### src/rtl/video_mode_switch.sv
// Video-mode selector: filters the requested mode code, maps it onto the mode table and
// sequences a glitch-free switch (frame boundary -> blank -> PLL handshake -> settle).
module video_mode_switch #(
    parameter int unsigned                        NUM_MODES     = 3,
    parameter int unsigned                        CODE_WIDTH    = 8,
    parameter logic [NUM_MODES*CODE_WIDTH-1:0]    MODE_CODES    = {8'h03, 8'h02, 8'h01},
    parameter int unsigned                        DEFAULT_MODE  = 2,
    parameter int unsigned                        STABLE_CYCLES = 16,
    parameter int unsigned                        SETTLE_CYCLES = 64,
    parameter int unsigned                        ACK_TIMEOUT   = 4096,
    localparam int unsigned                       IDXW = (NUM_MODES > 2) ? $clog2(NUM_MODES) : 1
) (
    input  logic                  clock,
    input  logic                  resetn,
    input  logic [CODE_WIDTH-1:0] data_in,
    input  logic                  frame_end,
    input  logic                  reconf_ack,
    output logic [IDXW-1:0]       mode_idx,
    output logic [IDXW-1:0]       pending_idx,
    output logic                  video_enable,
    output logic                  reconf_req,
    output logic                  busy,
    output logic                  mode_change,
    output logic                  reconf_err
);

    localparam logic [7:0]      STAB_MAX    = 8'(STABLE_CYCLES);
    localparam logic [15:0]     ACK_LAST    = 16'(ACK_TIMEOUT - 1);
    localparam logic [15:0]     SETTLE_LAST = 16'(SETTLE_CYCLES - 1);
    localparam logic [IDXW-1:0] DEF_IDX     = IDXW'(DEFAULT_MODE);

    typedef enum logic [1:0] {StRun, StDrain, StReconf, StSettle} state_e;

    state_e                state_q, state_d;
    logic [CODE_WIDTH-1:0] data_q;
    logic [7:0]            stab_cnt_q, stab_cnt_d;
    logic [15:0]           cnt_q, cnt_d;
    logic [IDXW-1:0]       mode_idx_q, mode_idx_d;
    logic [IDXW-1:0]       pending_idx_q, pending_idx_d;
    logic                  video_enable_q, video_enable_d;
    logic                  reconf_req_q, reconf_req_d;
    logic                  busy_q, busy_d;
    logic                  mode_change_q, mode_change_d;
    logic                  reconf_err_q, reconf_err_d;
    logic                  acked_q, acked_d;
    logic                  code_stable;
    logic                  lut_valid;
    logic [IDXW-1:0]       lut_idx;

    // Stability counter: restarts on any code change, saturates once the code has settled.
    always_comb begin
        stab_cnt_d = stab_cnt_q;
        if (data_in != data_q) begin
            stab_cnt_d = '0;
        end else if (stab_cnt_q != STAB_MAX) begin
            stab_cnt_d = stab_cnt_q + 8'd1;
        end
    end

    assign code_stable = (stab_cnt_q == STAB_MAX);

    // Input filter registers.
    always_ff @(posedge clock or negedge resetn) begin
        if (!resetn) begin
            data_q     <= '0;
            stab_cnt_q <= '0;
        end else begin
            data_q     <= data_in;
            stab_cnt_q <= stab_cnt_d;
        end
    end

    // Table lookup on the filtered code; the lowest matching entry wins.
    always_comb begin
        lut_valid = 1'b0;
        lut_idx   = '0;
        for (int i = 0; i < NUM_MODES; i++) begin
            if (!lut_valid && (data_q == MODE_CODES[i*CODE_WIDTH +: CODE_WIDTH])) begin
                lut_valid = 1'b1;
                lut_idx   = IDXW'(i);
            end
        end
    end

    // Switch sequencer next-state and registered-output logic.
    always_comb begin
        state_d        = state_q;
        cnt_d          = cnt_q;
        mode_idx_d     = mode_idx_q;
        pending_idx_d  = pending_idx_q;
        video_enable_d = video_enable_q;
        reconf_req_d   = reconf_req_q;
        busy_d         = busy_q;
        mode_change_d  = 1'b0;
        reconf_err_d   = reconf_err_q;
        acked_d        = acked_q;
        unique case (state_q)
            StRun: begin
                if (code_stable && lut_valid && (lut_idx != mode_idx_q)) begin
                    pending_idx_d = lut_idx;
                    busy_d        = 1'b1;
                    state_d       = StDrain;
                end
            end
            StDrain: begin
                // Blank and request reconfiguration only at a frame boundary.
                if (frame_end) begin
                    video_enable_d = 1'b0;
                    reconf_req_d   = 1'b1;
                    cnt_d          = '0;
                    state_d        = StReconf;
                end
            end
            StReconf: begin
                if (reconf_ack) begin
                    mode_idx_d   = pending_idx_q;
                    reconf_req_d = 1'b0;
                    acked_d      = 1'b1;
                    cnt_d        = '0;
                    state_d      = StSettle;
                end else if (cnt_q == ACK_LAST) begin
                    // Give up on the PLL; keep the old mode but still settle before video.
                    reconf_req_d = 1'b0;
                    reconf_err_d = 1'b1;
                    acked_d      = 1'b0;
                    cnt_d        = '0;
                    state_d      = StSettle;
                end else begin
                    cnt_d = cnt_q + 16'd1;
                end
            end
            StSettle: begin
                if (cnt_q == SETTLE_LAST) begin
                    video_enable_d = 1'b1;
                    busy_d         = 1'b0;
                    mode_change_d  = acked_q;
                    state_d        = StRun;
                end else begin
                    cnt_d = cnt_q + 16'd1;
                end
            end
            default: begin
                state_d = StRun;
            end
        endcase
    end

    // Sequencer state and output registers.
    always_ff @(posedge clock or negedge resetn) begin
        if (!resetn) begin
            state_q        <= StRun;
            cnt_q          <= '0;
            mode_idx_q     <= DEF_IDX;
            pending_idx_q  <= DEF_IDX;
            video_enable_q <= 1'b1;
            reconf_req_q   <= 1'b0;
            busy_q         <= 1'b0;
            mode_change_q  <= 1'b0;
            reconf_err_q   <= 1'b0;
            acked_q        <= 1'b0;
        end else begin
            state_q        <= state_d;
            cnt_q          <= cnt_d;
            mode_idx_q     <= mode_idx_d;
            pending_idx_q  <= pending_idx_d;
            video_enable_q <= video_enable_d;
            reconf_req_q   <= reconf_req_d;
            busy_q         <= busy_d;
            mode_change_q  <= mode_change_d;
            reconf_err_q   <= reconf_err_d;
            acked_q        <= acked_d;
        end
    end

    assign mode_idx     = mode_idx_q;
    assign pending_idx  = pending_idx_q;
    assign video_enable = video_enable_q;
    assign reconf_req   = reconf_req_q;
    assign busy         = busy_q;
    assign mode_change  = mode_change_q;
    assign reconf_err   = reconf_err_q;

endmodule

### config.mk
export PLATFORM = sky130hd
export DESIGN_NAME = video_mode_switch
export DESIGN_NICKNAME = d
export VERILOG_FILES = /design/src/rtl/video_mode_switch.sv
export SDC_FILE = /design/constraint.sdc
export NUM_CORES = 1
export LEC_CHECK = 0
export ABC_AREA = 1
export CORE_MARGIN = 2
export CORE_UTILIZATION = 40
export DETAILED_ROUTE_END_ITERATION = 16
export SLEW_MARGIN = 20
export SYNTH_ARGS = -nofsm -noshare
export SYNTH_HDL_FRONTEND = slang
export SYNTH_SLANG_ARGS = --single-unit
### constraint.sdc
create_clock -name clock -period 2.5 [get_ports clock]
set_clock_uncertainty 0.15 [all_clocks]
set_input_delay 0.25 -clock clock [delete_from_list [all_inputs] [get_ports clock]]
set_output_delay 0.25 -clock clock [all_outputs]
set_load 0.02 [all_outputs]
Word-level counts from Yosys, hierarchy flattened
Index checks and enable logic that the tools add are counted.

word-level totals
  memories = 0
  RAM bits = 0
  latch bits = 0
  register bits = 44
  memory bits (read-only) = 0

operators by class
  add/subtract/negate cells = 2
  shifts and indexed selects = 0
  reduce and logical (&&, ||, !) cells = 22
  equality and inequality tests = 17
  bitwise operators = 1
  $lt $le $gt $ge = 0
  multiplexer cells = 31
  div/mod/pow operators = 0
  multipliers = 0

operators by type and width
  operator                                                                 count
  16-bit 2-to-1 mux                                                        4
  16-bit case mux with 3 select lines                                      1
  16-bit by 1-bit adder with 16-bit output, second input constant          1
  16-bit by 12-bit == test with 1-bit output, second input constant        1
  16-bit by 6-bit == test with 1-bit output, second input constant         1
  8-bit by 2-bit == test with 1-bit output, second input constant          2
  8-bit 2-to-1 mux                                                         2
  3-bit AND reduction                                                      5
  1-bit 2-to-1 mux                                                         14
  2-bit 2-to-1 mux                                                         6
  2-bit nonzero test                                                       5
  8-bit by 1-bit adder with 8-bit output, second input constant            1
  8-bit by 1-bit == test with 1-bit output, second input constant          1
  8-bit by 5-bit == test with 1-bit output, second input constant          1
  2-bit inequality test, second input constant                             4
  8-bit by 5-bit inequality test with 1-bit output, second input constant  1
  8-bit inequality test                                                    1
  2-bit case mux with 4 select lines                                       1
  1-bit case mux with 2 select lines                                       3
  2-bit AND reduction                                                      3
  2-bit == test, second input constant                                     2
  1-bit logical AND                                                        4
  4-bit AND reduction                                                      1
  3-bit inequality test, second input constant                             1
  other kinds (6)                                                          7

Logic depth before layout (Yosys ltp)
Gate-level depths: netlist of run 1.

  depth after elaboration = 12
  mapped depth = 12

Worst setup path after synthesis of run 1
Ideal clock, no wire load.

  path type = reg2reg
  from = register state_q[1]
  to = register cnt_q[6]
  required time = 2,231 ps
  slack = 760 ps
  setup time = 119 ps
  cell stages (with the launch flop) = 12
  data arrival time = 1,470 ps
  cells stage by stage = dfrtp_1 -> inv_1 -> ha_1 -> inv_1 -> nor2_1 -> nor2_1 -> nand2_4 -> buf_6 -> nor2_2 -> nand2_1 -> nand2_1 -> a21oi_2

on the way
  longest elaborated chain between the ends = 3
  elaborated cells on any way between the ends = 8
  those cells by class = eq/ne: 5; mux: 1; reduce/logical: 2

ends and longest elaborated chain
  item                                                                              RTL line  RTL
  from (decl)                                                                       34        state_e state_q, state_d;
  from (signal assigned)                                                            151       state_q <= StRun;
  from (signal assigned)                                                            162       state_q <= state_d;
  2-bit == test / 2-bit by 1-bit == test with 1-bit output (equally long branches)  97        unique case (state_q)
  2-bit inequality test (no line) / 3-bit nonzero test (equally long branches)      -
  3-bit AND reduction (no line)                                                     -
  to (signal assigned)                                                              163       cnt_q <= cnt_d;
  to (decl)                                                                         37        logic [15:0] cnt_q, cnt_d;

Parallel ways exist; a longest one is shown, timed or not.
A chain may end at the register's enable or synchronous reset.

Final worst setup path of run 1
  from = register state_q[1]
  to = register cnt_q[9]

Same word-level chain as after synthesis.

==> results of run 1 <==
registers in the layout (all words and copies together) (netlist names):
name          flops
acked_q           1
busy              1
cnt_q            16
data_q            8
mode_change       1
mode_idx          2
pending_idx       2
reconf_err        1
reconf_req        1
stab_cnt_q        8
state_q           2
video_enable      1
logic make-up (layout without fill, tap and decap cells):
family,count (synthesis),in the layout
flops,44,44
xor+xnor,11,11
fa+ha+maj,8,8
buf+inv,54,82
compound gates,35,35
simple gates,174,174
cell type report:
cell class                      instances  area share
Clock buffer                            7      0.0329
Clock inverter                          1      0.0103
Inverter                               52      0.0675
Multi-Input combinational cell        228       0.408
Sequential cell                        44       0.377
Tap cell                               75      0.0320
Timing Repair Buffer                   22      0.0726
per-stage QoR:
step                utilization  area, µm²  power [W]
floorplan                     -       2520   0.000822
global placement          0.466       2790   0.000874
detailed placement        0.466       2790   0.000876
CTS                       0.489       2930    0.00149
global route              0.489       2930    0.00153
finish                    0.489       2930    0.00146
routing by layer:
metal  part of all wire  vias up  global-route usage
li1                   -     1063                   -
met1               0.51      893               0.209
met2               0.44       26               0.252
met3              0.029        7              0.0338
met4              0.014        0              0.0522
met5                  0        -                   0
worst paths after layout:
path,start,to,slack [ns],cells after the start
max in group asynchronous,resetn,pending_idx[1]$_DFFE_PN1P_,1.22,3
worst min-delay path,resetn,cnt_q[13]$_DFFE_PN0P_,0.24,2
worst max-delay path,state_q[1]$_DFFE_PN0P_,cnt_q[9]$_DFFE_PN0P_,0.48,10
worst min register to register,busy$_DFFE_PN0P_,busy$_DFFE_PN0P_,0.34,2
min in group clock,data_in[7],data_q[7]$_DFF_PN0_,0.28,1
worst max register to register,state_q[1]$_DFFE_PN0P_,cnt_q[9]$_DFFE_PN0P_,0.48,10
synthesized netlist by cell type, drive strengths merged:
library cell | instances | area (µm²)
buf | 2 | 22.5
nand3 | 22 | 158
nor3 | 6 | 35.0
dfrtp | 41 | 1030
and3 | 1 | 6.26
a21o | 1 | 8.76
nor2 | 49 | 206
o31ai | 1 | 7.51
nand4 | 3 | 25.0
inv | 52 | 198
a211oi | 1 | 7.51
or2 | 1 | 6.26
nand2 | 91 | 349
xor2 | 2 | 17.5
nand3b | 1 | 7.51
ha | 8 | 100
dfstp | 3 | 78.8
o21bai | 2 | 15.0
o22ai | 1 | 6.26
o21ai | 15 | 75.1
o21a | 1 | 7.51
a21oi | 13 | 76.3
xnor2 | 9 | 78.8
power groups by stage:
stage | Combinational, W | Clock, W | Sequential [W]
floorplan | 0.0000633 | 0 | 0.000758
global placement | 0.000117 | 0 | 0.000758
detailed placement | 0.000117 | 0 | 0.000759
CTS | 0.000119 | 0.000621 | 0.000745
global route | 0.000133 | 0.000654 | 0.000747
finish | 0.000116 | 0.000602 | 0.000744
==> impl_results.md, run 1 <==
- Finished Layout Cells: 429
- DRC: 0
- Slowest cell delay on critical path: 0.40 ns
- DP Worst Slack: 0.493 ns
- Req. time, crit path: 2.54 ns
- Grt total ovfl: 0
- DP HPWL: 3860 µm
- Register area share after synthesis: 0.439
- IO buf count: 20
- PnR worst setup slack: 0.484 ns
- Hold-fix buffers at CTS: 1
- Slowest CP cell: dfrtp_1
- Die X: 83.4 µm
- Avg Vias per Cell: 4.64
- DRT iter0 DRCs: 78
- Die height: 83.4 µm
- Setup TNS: 0 ns
- Most frequent cells in the layout: nand2_1 (90), inv_1 (51), nor2_1 (42), dfrtp_1 (41), clkdlybuf4s50_1 (19)
- Syn_area_per_cell: 7.73 µm²
- Hold Fails Final Rpt: 0
- Nets: 373
- Clock Latency Late Sink: 0.31 ns
- CP arrival: 2.06 ns
- Synth Net Count: 346
- CP Class: reg -> reg
- Initial antenna violation count: 0
- Cts bufs inserted: 5
- Warning count from the yosys run: 0
- Final setup vio count: 0
- Post-CTS setup buffers: 0
- Post_cts resized: 0
- Final GP Congestion: 0.798
- Slew Limit Fails: 0
- TritonCTS clock tree: done
- Max_cap viols: 0
- Crit path max fanout: 14
- Area share of fa/ha/maj cells after synthesis: 0.0397
- Synth Area in Compound Gates: 0.0810
- Final period util: 0.806
- Largest family of logic cells by synthesized area: simple AND/OR/NAND/NOR gates
- Rows: 28
- Sink Count: 44
- Register Area: 1100 µm²
- Share of layout cells above drive strength 1: 0.105
- Area of the multi-input gates: 1190 µm²
- Largest net degree at the start of global routing: 29
- Antenna cells: 0
- Max clock buf depth: 2
- Gate power share: 0.079
- Most common cell on crit path: nor2_1
- Area grow syn2layout: 16.3%
- Flop pwr share: 0.509
- Family with the most delay on the worst path: simple AND/OR/NAND/NOR gates
- Status: completed
- Buf+Inv Stages, Crit Path: 3
- Initial Utilization: 0.420
- Hold Crit Class: in -> async
- H-tree lvl count: 2
- Most common cell after layout, fill and taps aside: nand2_1
- Min Hold Slack: 0.241 ns
- Syn Std Cell Area: 2520 µm²
- First-pass GRT wire length: 8830 µm
- IO Count: 21
- Final antenna-violating net count: 0
- Initial DRT Pass Iterations: 5
- Layout fillers: 584
- DP Cell Count: 420
- Library cells used by synthesis: 33
- Setup crit end kind: flop
- RSZ-0062 raised after global routing: false
- P_int: 0.00113 W
- Clk pin slew, worst setup/hold paths: 0.09 ns
- Net Sw Power: 0.000331 W
- Worst VDD drop: 0.233 mV
- Synth Area in Simple Gates: 0.315
- Post-synthesis xor/xnor area fraction: 0.0383
- Vias in the first global route: 1914
- Overall Global Routing Usage: 0.156
- Mux share of post-synthesis cell area: 0
- Total Wirelength: 5080 µm
- Root Buffer: clkbuf_8
- Final min period: 2.02 ns
- CP cell instances: inv_1, ha_1, inv_1, nor2_1, nor2_1, nand2_4, inv_4, nand2_1, o21ai_0, nor2_1
- Critical Path Start Type: flop
- Clk pwr share: 0.412
- Net Sw Frac: 0.226
- Vias: 1989
- Slew margin rel.: 0.743
- WL/cell: 11.8 µm
- Cells after Synth: 326
- Core area: 5990 µm²
- Synth Register Bits: 44
- Fmax: 496 MHz
- Pleak: 1.43 nW
- Pwr dens: 499 nW/µm²
- DIE AREA: 6950 µm²
- Slew of the pin with the lowest slew margin: 0.385 ns
Note: power is estimated with default switching activity, not from simulation.
==> run 2, diff against run 1 <==
- clock period: 2.5 -> 2.1 ns (I/O delays scaled with it)
==> run 2 against run 1 <==
  * Global-route usage rose by 0.092 points
  * Core utilization is 0.84 points higher
  * First-iteration DRC count increased by 64%
  * Combinational power is 22% higher
  * Register-to-register slack worse by 0.29 ns
  * Final area is 1.7% higher
  * Sequential share of layout area fell by 0.63 points
  * Routed wire length fell by 3.8%
  * Largest cell class unchanged
==> impl_results.md, run 2 (synthesis gave the netlist of run 1 again) <==
- Max_cap viols: 0
- Fmax: 525 MHz
- Reg2Reg Capture Point: cnt_q[9]$_DFFE_PN0P_
- CP arrival: 1.94 ns
- Most frequent cells in the layout: nand2_1 (90), inv_1 (50), nor2_1 (41), dfrtp_1 (41), clkdlybuf4s50_1 (19)
- Vias in the first global route: 2016
- DRC: 0
- Critical Path Start Type: flop
- WL/cell: 11.3 µm
- Pleak: 1.46 nW
- Clk pin slew, worst setup/hold paths: 0.09 ns
- H-tree lvl count: 2
- Slew of the pin with the lowest slew margin: 0.348 ns
- RSZ-0062 raised after global routing: false
- Vias: 2017
- Hold Crit Class: in -> async
- Most common cell after layout, fill and taps aside: nand2_1
- Sink Count: 44
- Pwr dens: 646 nW/µm²
- Initial Utilization: 0.420
- Setup crit end kind: flop
- Met3 wire length: 163 µm
- Final min period: 1.91 ns
- Largest net degree at the start of global routing: 18
- Final GP Congestion: 0.833
- DP HPWL: 3750 µm
- CP Class: reg -> reg
- Worst R2R Path Depth: 10
- Share of layout cells above drive strength 1: 0.115
- DRT iter0 DRCs: 128
- Die X: 83.4 µm
- Setup TNS: 0 ns
- Final setup vio count: 0
- Initial antenna violation count: 0
- Overall Global Routing Usage: 0.157
- Grt total ovfl: 0
- Clock Latency Late Sink: 0.30 ns
- Min Hold Slack: 0.185 ns
- WL met1: 2520 µm
- Nets: 375
- Core area: 5990 µm²
- Area grow syn2layout: 18.3%
- Cts bufs inserted: 5
- Max clock buf depth: 2
- Antenna cells: 0
- Final period util: 0.908
- Status: completed
- Total Power: 0.00192 W
- IO buf count: 20
- Top layer used by detailed routing: met4
- DIE AREA: 6950 µm²
- FF-to-FF Start: state_q[1]$_DFFE_PN0P_
- Req. time, crit path: 2.14 ns
- First-pass GRT wire length: 8910 µm
- Initial DRT Pass Iterations: 6
- TritonCTS clock tree: done
- Largest register by flop count: cnt_q
- Layout fillers: 573
- Die height: 83.4 µm
- Final antenna-violating net count: 0
- Root Buffer: clkbuf_8
- Avg Vias per Cell: 4.68
- Reg2Reg Setup Slack: 0.19 ns
- Max FFs per register: 16
- IO Count: 21
- Regs by FF count: cnt_q: 16 flops, data_q: 8 flops, stab_cnt_q: 8 flops
- Worst VDD drop: 0.349 mV
- Rows: 28
- WL met2: 2110 µm
- Slew margin rel.: 0.768
- Total Wirelength: 4880 µm
- Hold Fails Final Rpt: 0
- Crit path max fanout: 14
- Slew Limit Fails: 0
[run 2: cell types whose count changed in the layout (fill, tap and decap cells not counted)]
cell and delta:
buf_4 +2, bufinv_16 +2, clkbuf_8 -2, inv_1 -1
inv_2 +1, nor2_1 -1, nor2_2 +1
[run 2: power breakdown]
part	total, W	switching, W	internal, W	leakage, nW
Clock	0.000897	0.000302	0.000595	0.0784
Combinational	0.000142	0.0000803	0.0000616	0.851
Sequential	0.000886	0.0000176	0.000868	0.526
Total	0.00192	0.000400	0.00152	1.46
[run 2: layout make-up]
class | instances | area, µm² | area share
Clock buffer | 5 | 68.8 | 0.0231
Clock inverter | 3 | 90.1 | 0.0302
Inverter | 52 | 198 | 0.0664
Multi-Input combinational cell | 228 | 1200 | 0.402
Sequential cell | 44 | 1100 | 0.371
Tap cell | 75 | 93.8 | 0.0315
Timing Repair Buffer | 24 | 228 | 0.0764
[run 2: metrics by stage]
stage,cells,utilization,setup WS (ns),instance area (µm²)
6_report,431,0.497,0.194,2980
3_5_place_dp,421,0.467,0.0625,2800
4_1_cts,430,0.496,0.0350,2970
5_1_grt,431,0.497,0.0145,2980
2_1_floorplan,326,-,0.360,2520
3_3_place_gp,421,0.467,0.156,2800
[run 2: per-layer routing]
layer,global-route usage,vias up
met5,0,-
met4,0.0671,0
met3,0.0288,8
met2,0.247,29
met1,0.213,917
li1,-,1063
[run 2: timing repair]
| action | CTS | global route |
|---|---|---|
| resized for setup | 0 | 2 |
| setup endpoints to repair | 0 | 4 |
| buffers inserted | 0 | 1 |
| hold buffers | 1 | 0 |
| endpoints found under the hold margin | 13 | 0 |
[run 2: worst max-delay path by stage]
stage                                   start                      to  slack [ns]  depth (start not counted)
floorplan              state_q[1]$_DFFE_PN0P_    cnt_q[6]$_DFFE_PN0P_        0.36                         11
global placement       state_q[1]$_DFFE_PN0P_    cnt_q[9]$_DFFE_PN0P_        0.16                         10
detailed placement     state_q[1]$_DFFE_PN0P_    cnt_q[9]$_DFFE_PN0P_        0.06                         10
CTS                    state_q[1]$_DFFE_PN0P_    cnt_q[9]$_DFFE_PN0P_        0.04                         10
global route        stab_cnt_q[0]$_DFFE_PN0P_  state_q[1]$_DFFE_PN0P_        0.01                         11
finish                 state_q[1]$_DFFE_PN0P_    cnt_q[9]$_DFFE_PN0P_        0.19                         10
[run 2: critical path: stages, from the launching register on]
cell and delay [ns]:
dfrtp_1 0.41, inv_1 0.10, ha_1 0.20, inv_1 0.07, nor2_1 0.07, nor2_2 0.18
nand2_4 0.13, inv_4 0.17, nand2_1 0.11, o21ai_0 0.16, nor2_1 0.05
==> run 3, diff against run 2 <==
--- a/config.mk
+++ b/config.mk
@@ -6,5 +6,4 @@
 export NUM_CORES = 1
 export LEC_CHECK = 0
-export ABC_AREA = 1
 export CORE_MARGIN = 2
 export CORE_UTILIZATION = 40
--- a/constraint.sdc
+++ b/constraint.sdc
@@ -3,3 +3,3 @@
 set_input_delay 0.21 -clock clock [delete_from_list [all_inputs] [get_ports clock]]
 set_output_delay 0.21 -clock clock [all_outputs]
-set_load 0.02 [all_outputs]
+set_load 0.01 [all_outputs]
==> run 3 against run 2 <==
  * The flow now finishes with violations (negative setup slack)
  * Register-to-register slack worse by 0.32 ns
  * Largest power group is now combinational cells
  * Critical endpoint is now state_q[1]$_DFFE_PN0P_
  * Synthesized cell count down 32%
  * Global-route usage up 1.3 points
  * Total power up 36%
  * Core utilization up 9.3 points
  * First-iteration DRC count down 47%
  * Fmax down 14%
  * Cell count down 14%
  * Sequential power up 6.2%
  * Sequential share of layout area down 3.2 points
  * Via count down 7.6%
  * Worst hold slack better by 0.011 ns
==> impl_results.md, run 3 <==
- Largest cells by area after synthesis: dfrtp_1 (45%), xor2_1 (6.9%), nor2_1 (4.4%), ha_1 (4.4%), dfstp_2 (3.4%)
- DP HPWL: 3680 µm
- Clock Latency Late Sink: 0.30 ns
- Flop pwr share: 0.358
- Net Sw Frac: 0.326
- Slew of the pin with the lowest slew margin: 0.386 ns
- Final period util: 1.06
- Die X: 79.8 µm
- IO Count: 21
- Mux share of post-synthesis cell area: 0.0397
- Max clock buf depth: 2
- Worst VDD drop: 0.472 mV
- Fmax: 449 MHz
- Crit path max fanout: 2
- PnR worst setup slack: -0.128 ns
- DP Worst Slack: -0.132 ns
- Most common cell after layout, fill and taps aside: buf_4
- P_int: 0.00177 W
- Initial antenna violation count: 0
- Synth Net Count: 241
- Antenna cells: 0
- Max_cap viols: 0
- Syn_area_per_cell: 10.4 µm²
- Final antenna-violating net count: 0
- IO buf count: 20
- Failing checks: negative setup slack
- Slew margin rel.: 0.743
- Final min period: 2.23 ns
- Share of layout cells above drive strength 1: 0.357
- Hold Crit Class: in -> async
- Area grow syn2layout: 42.1%
- TritonCTS clock tree: done
- Clk pwr share: 0.263
- Status: finished with violations
- Overall Global Routing Usage: 0.171
- Synth Area in Simple Gates: 0.231
- Post-synth top area share: 0.446
- EDFF count, synth: 0
- Cts bufs inserted: 5
- Initial Utilization: 0.415
- Register area share after synthesis: 0.480
- Synth area leader: dfrtp_1
- Regs by FF count: cnt_q: 16 flops, data_q: 8 flops, stab_cnt_q: 8 flops
- Top_reg_cell synth: dfrtp_1
- Final Util: 0.590
- Final GP Congestion: 0.818
- Clk pin slew, worst setup/hold paths: 0.09 ns
- RSZ-0062 raised after global routing: true
- Rows: 27
- Total Power: 0.00263 W
- WL/cell: 13.7 µm
- CP Class: reg -> reg
- Root Buffer: clkbuf_8
- Async S/R FF share, synth: 1.00
- Vias: 1863
- Critical Path Start Type: flop
- Nets: 316
- Initial DRT Pass Iterations: 4
- Core area: 5540 µm²
- DRT iter0 DRCs: 68
- Commonest cells in the netlist: dfrtp_1 (41), nor2_1 (27), xor2_1 (18), nand2_1 (15), inv_1 (13)
- Post-synthesis xor/xnor area fraction: 0.103
- Warning count from the yosys run: 0
- Grt total ovfl: 0
- Setup crit end kind: flop
- First-pass GRT wire length: 8460 µm
- Final setup vio count: 15
- H-tree lvl count: 2
- Max FFs per register: 16
- Net Sw Power: 0.000855 W
- Slew Limit Fails: 0
- Library cells used by synthesis: 45
- Area share of fa/ha/maj cells after synthesis: 0.0435
- CP arrival: 2.27 ns
- Cells after Synth: 221
- Largest register by flop count: cnt_q
- Total Wirelength: 5050 µm
- DRC: 0
- Most frequent cells in the layout: buf_4 (45), dfrtp_1 (39), clkdlybuf4s50_1 (19), xor2_1 (18), nand2_1 (15)
- Req. time, crit path: 2.14 ns
- Pleak: 1.41 nW
- Die height: 79.8 µm
- Pwr dens: 803 nW/µm²
- Largest net degree at the start of global routing: 17
- Gate power share: 0.379
- Count leader, synth: dfrtp_1
- Largest family of logic cells by synthesized area: simple AND/OR/NAND/NOR gates
- Synth Area in Compound Gates: 0.0783
- DIE AREA: 6380 µm²
- Synth Register Bits: 44
- Syn Std Cell Area: 2300 µm²
- Vias in the first global route: 1857
- Avg Vias per Cell: 5.05
- Layout fillers: 501
- Hold Fails Final Rpt: 0
- Sink Count: 44
-- run 3: layer usage --
metal / up-vias / part of all wire / GRT usage
met1: 891 / 0.45 / 0.218
met4: 0 / 0.017 / 0.0610
met5: - / 0 / 0
met3: 11 / 0.033 / 0.0339
met2: 37 / 0.50 / 0.287
li1: 924 / - / -
-- run 3: cell families after synthesis --
group                    Yosys count
AO/OA/AOI/OAI                     25
XOR/XNOR                          27
adder cells (fa/ha/maj)            8
buffers and inverters             15
flip-flops                        44
multiplexers                       8
AND/OR/NAND/NOR                   94
-- run 3: per-stage QoR --
step	hold slack (ns)	setup TNS (ns)	cells	cell area (µm²)
after floorplan	-0.236	-0.169	221	2330
final	0.196	-0.818	369	3270
after detailed placement	-0.0167	-0.500	351	2910
after global routing	0.231	-2.27	369	3270
after global placement	-0.0202	-0.157	351	2910
after CTS	0.199	-0.258	362	3080
-- run 3: final timing paths --
kind,slack (ns),start,endpoint,cells after the start
hold reg to reg,0.33,reconf_err$_DFFE_PN0P_,reconf_err$_DFFE_PN0P_,1
max in group asynchronous,1.02,resetn,pending_idx[1]$_DFFE_PN1P_,3
setup reg to reg,-0.13,stab_cnt_q[2]$_DFFE_PN0P_,state_q[1]$_DFFE_PN0P_,5
min in group clock,0.24,data_in[0],data_q[0]$_DFF_PN0_,1
hold / removal,0.20,resetn,reconf_req$_DFFE_PN0P_,2
setup / recovery,-0.13,stab_cnt_q[2]$_DFFE_PN0P_,state_q[1]$_DFFE_PN0P_,5
-- run 3: final cells by class --
class                   count  area (µm²)  share of cell area
clock buffers               6        82.6              0.0253
clock inverters             2        38.8              0.0119
inverters                  13        48.8              0.0149
multi-input cells         162        1310               0.401
flip-flops and latches     44        1110               0.339
well taps                  72        90.1              0.0276
repair buffers             70         592               0.181
-- run 3: power groups by stage --
stage / sequential, W / clock, W / combinational, W
3_3_place_gp: 0.000954 / 0 / 0.000740
5_1_grt: 0.000948 / 0.000747 / 0.00109
4_1_cts: 0.000940 / 0.000707 / 0.000842
2_1_floorplan: 0.000961 / 0 / 0.000436
6_report: 0.000941 / 0.000689 / 0.000995
3_5_place_dp: 0.000957 / 0 / 0.000758
-- run 3: what timing repair did --
action	CTS	global route
setup endpoints to repair	16	19
pin swaps	3	17
hold buffers	1	0
gates resized for setup	7	34
buffers inserted	2	7
endpoints found under the hold margin	13	0
-- run 3: critical path: stages, from the launching register on --
cell and delay, ns:
dfrtp_1 0.41, nor4_4 0.32, nand4b_4 0.12, or4_4 0.54
a211oi_4 0.25, mux2_4 0.32
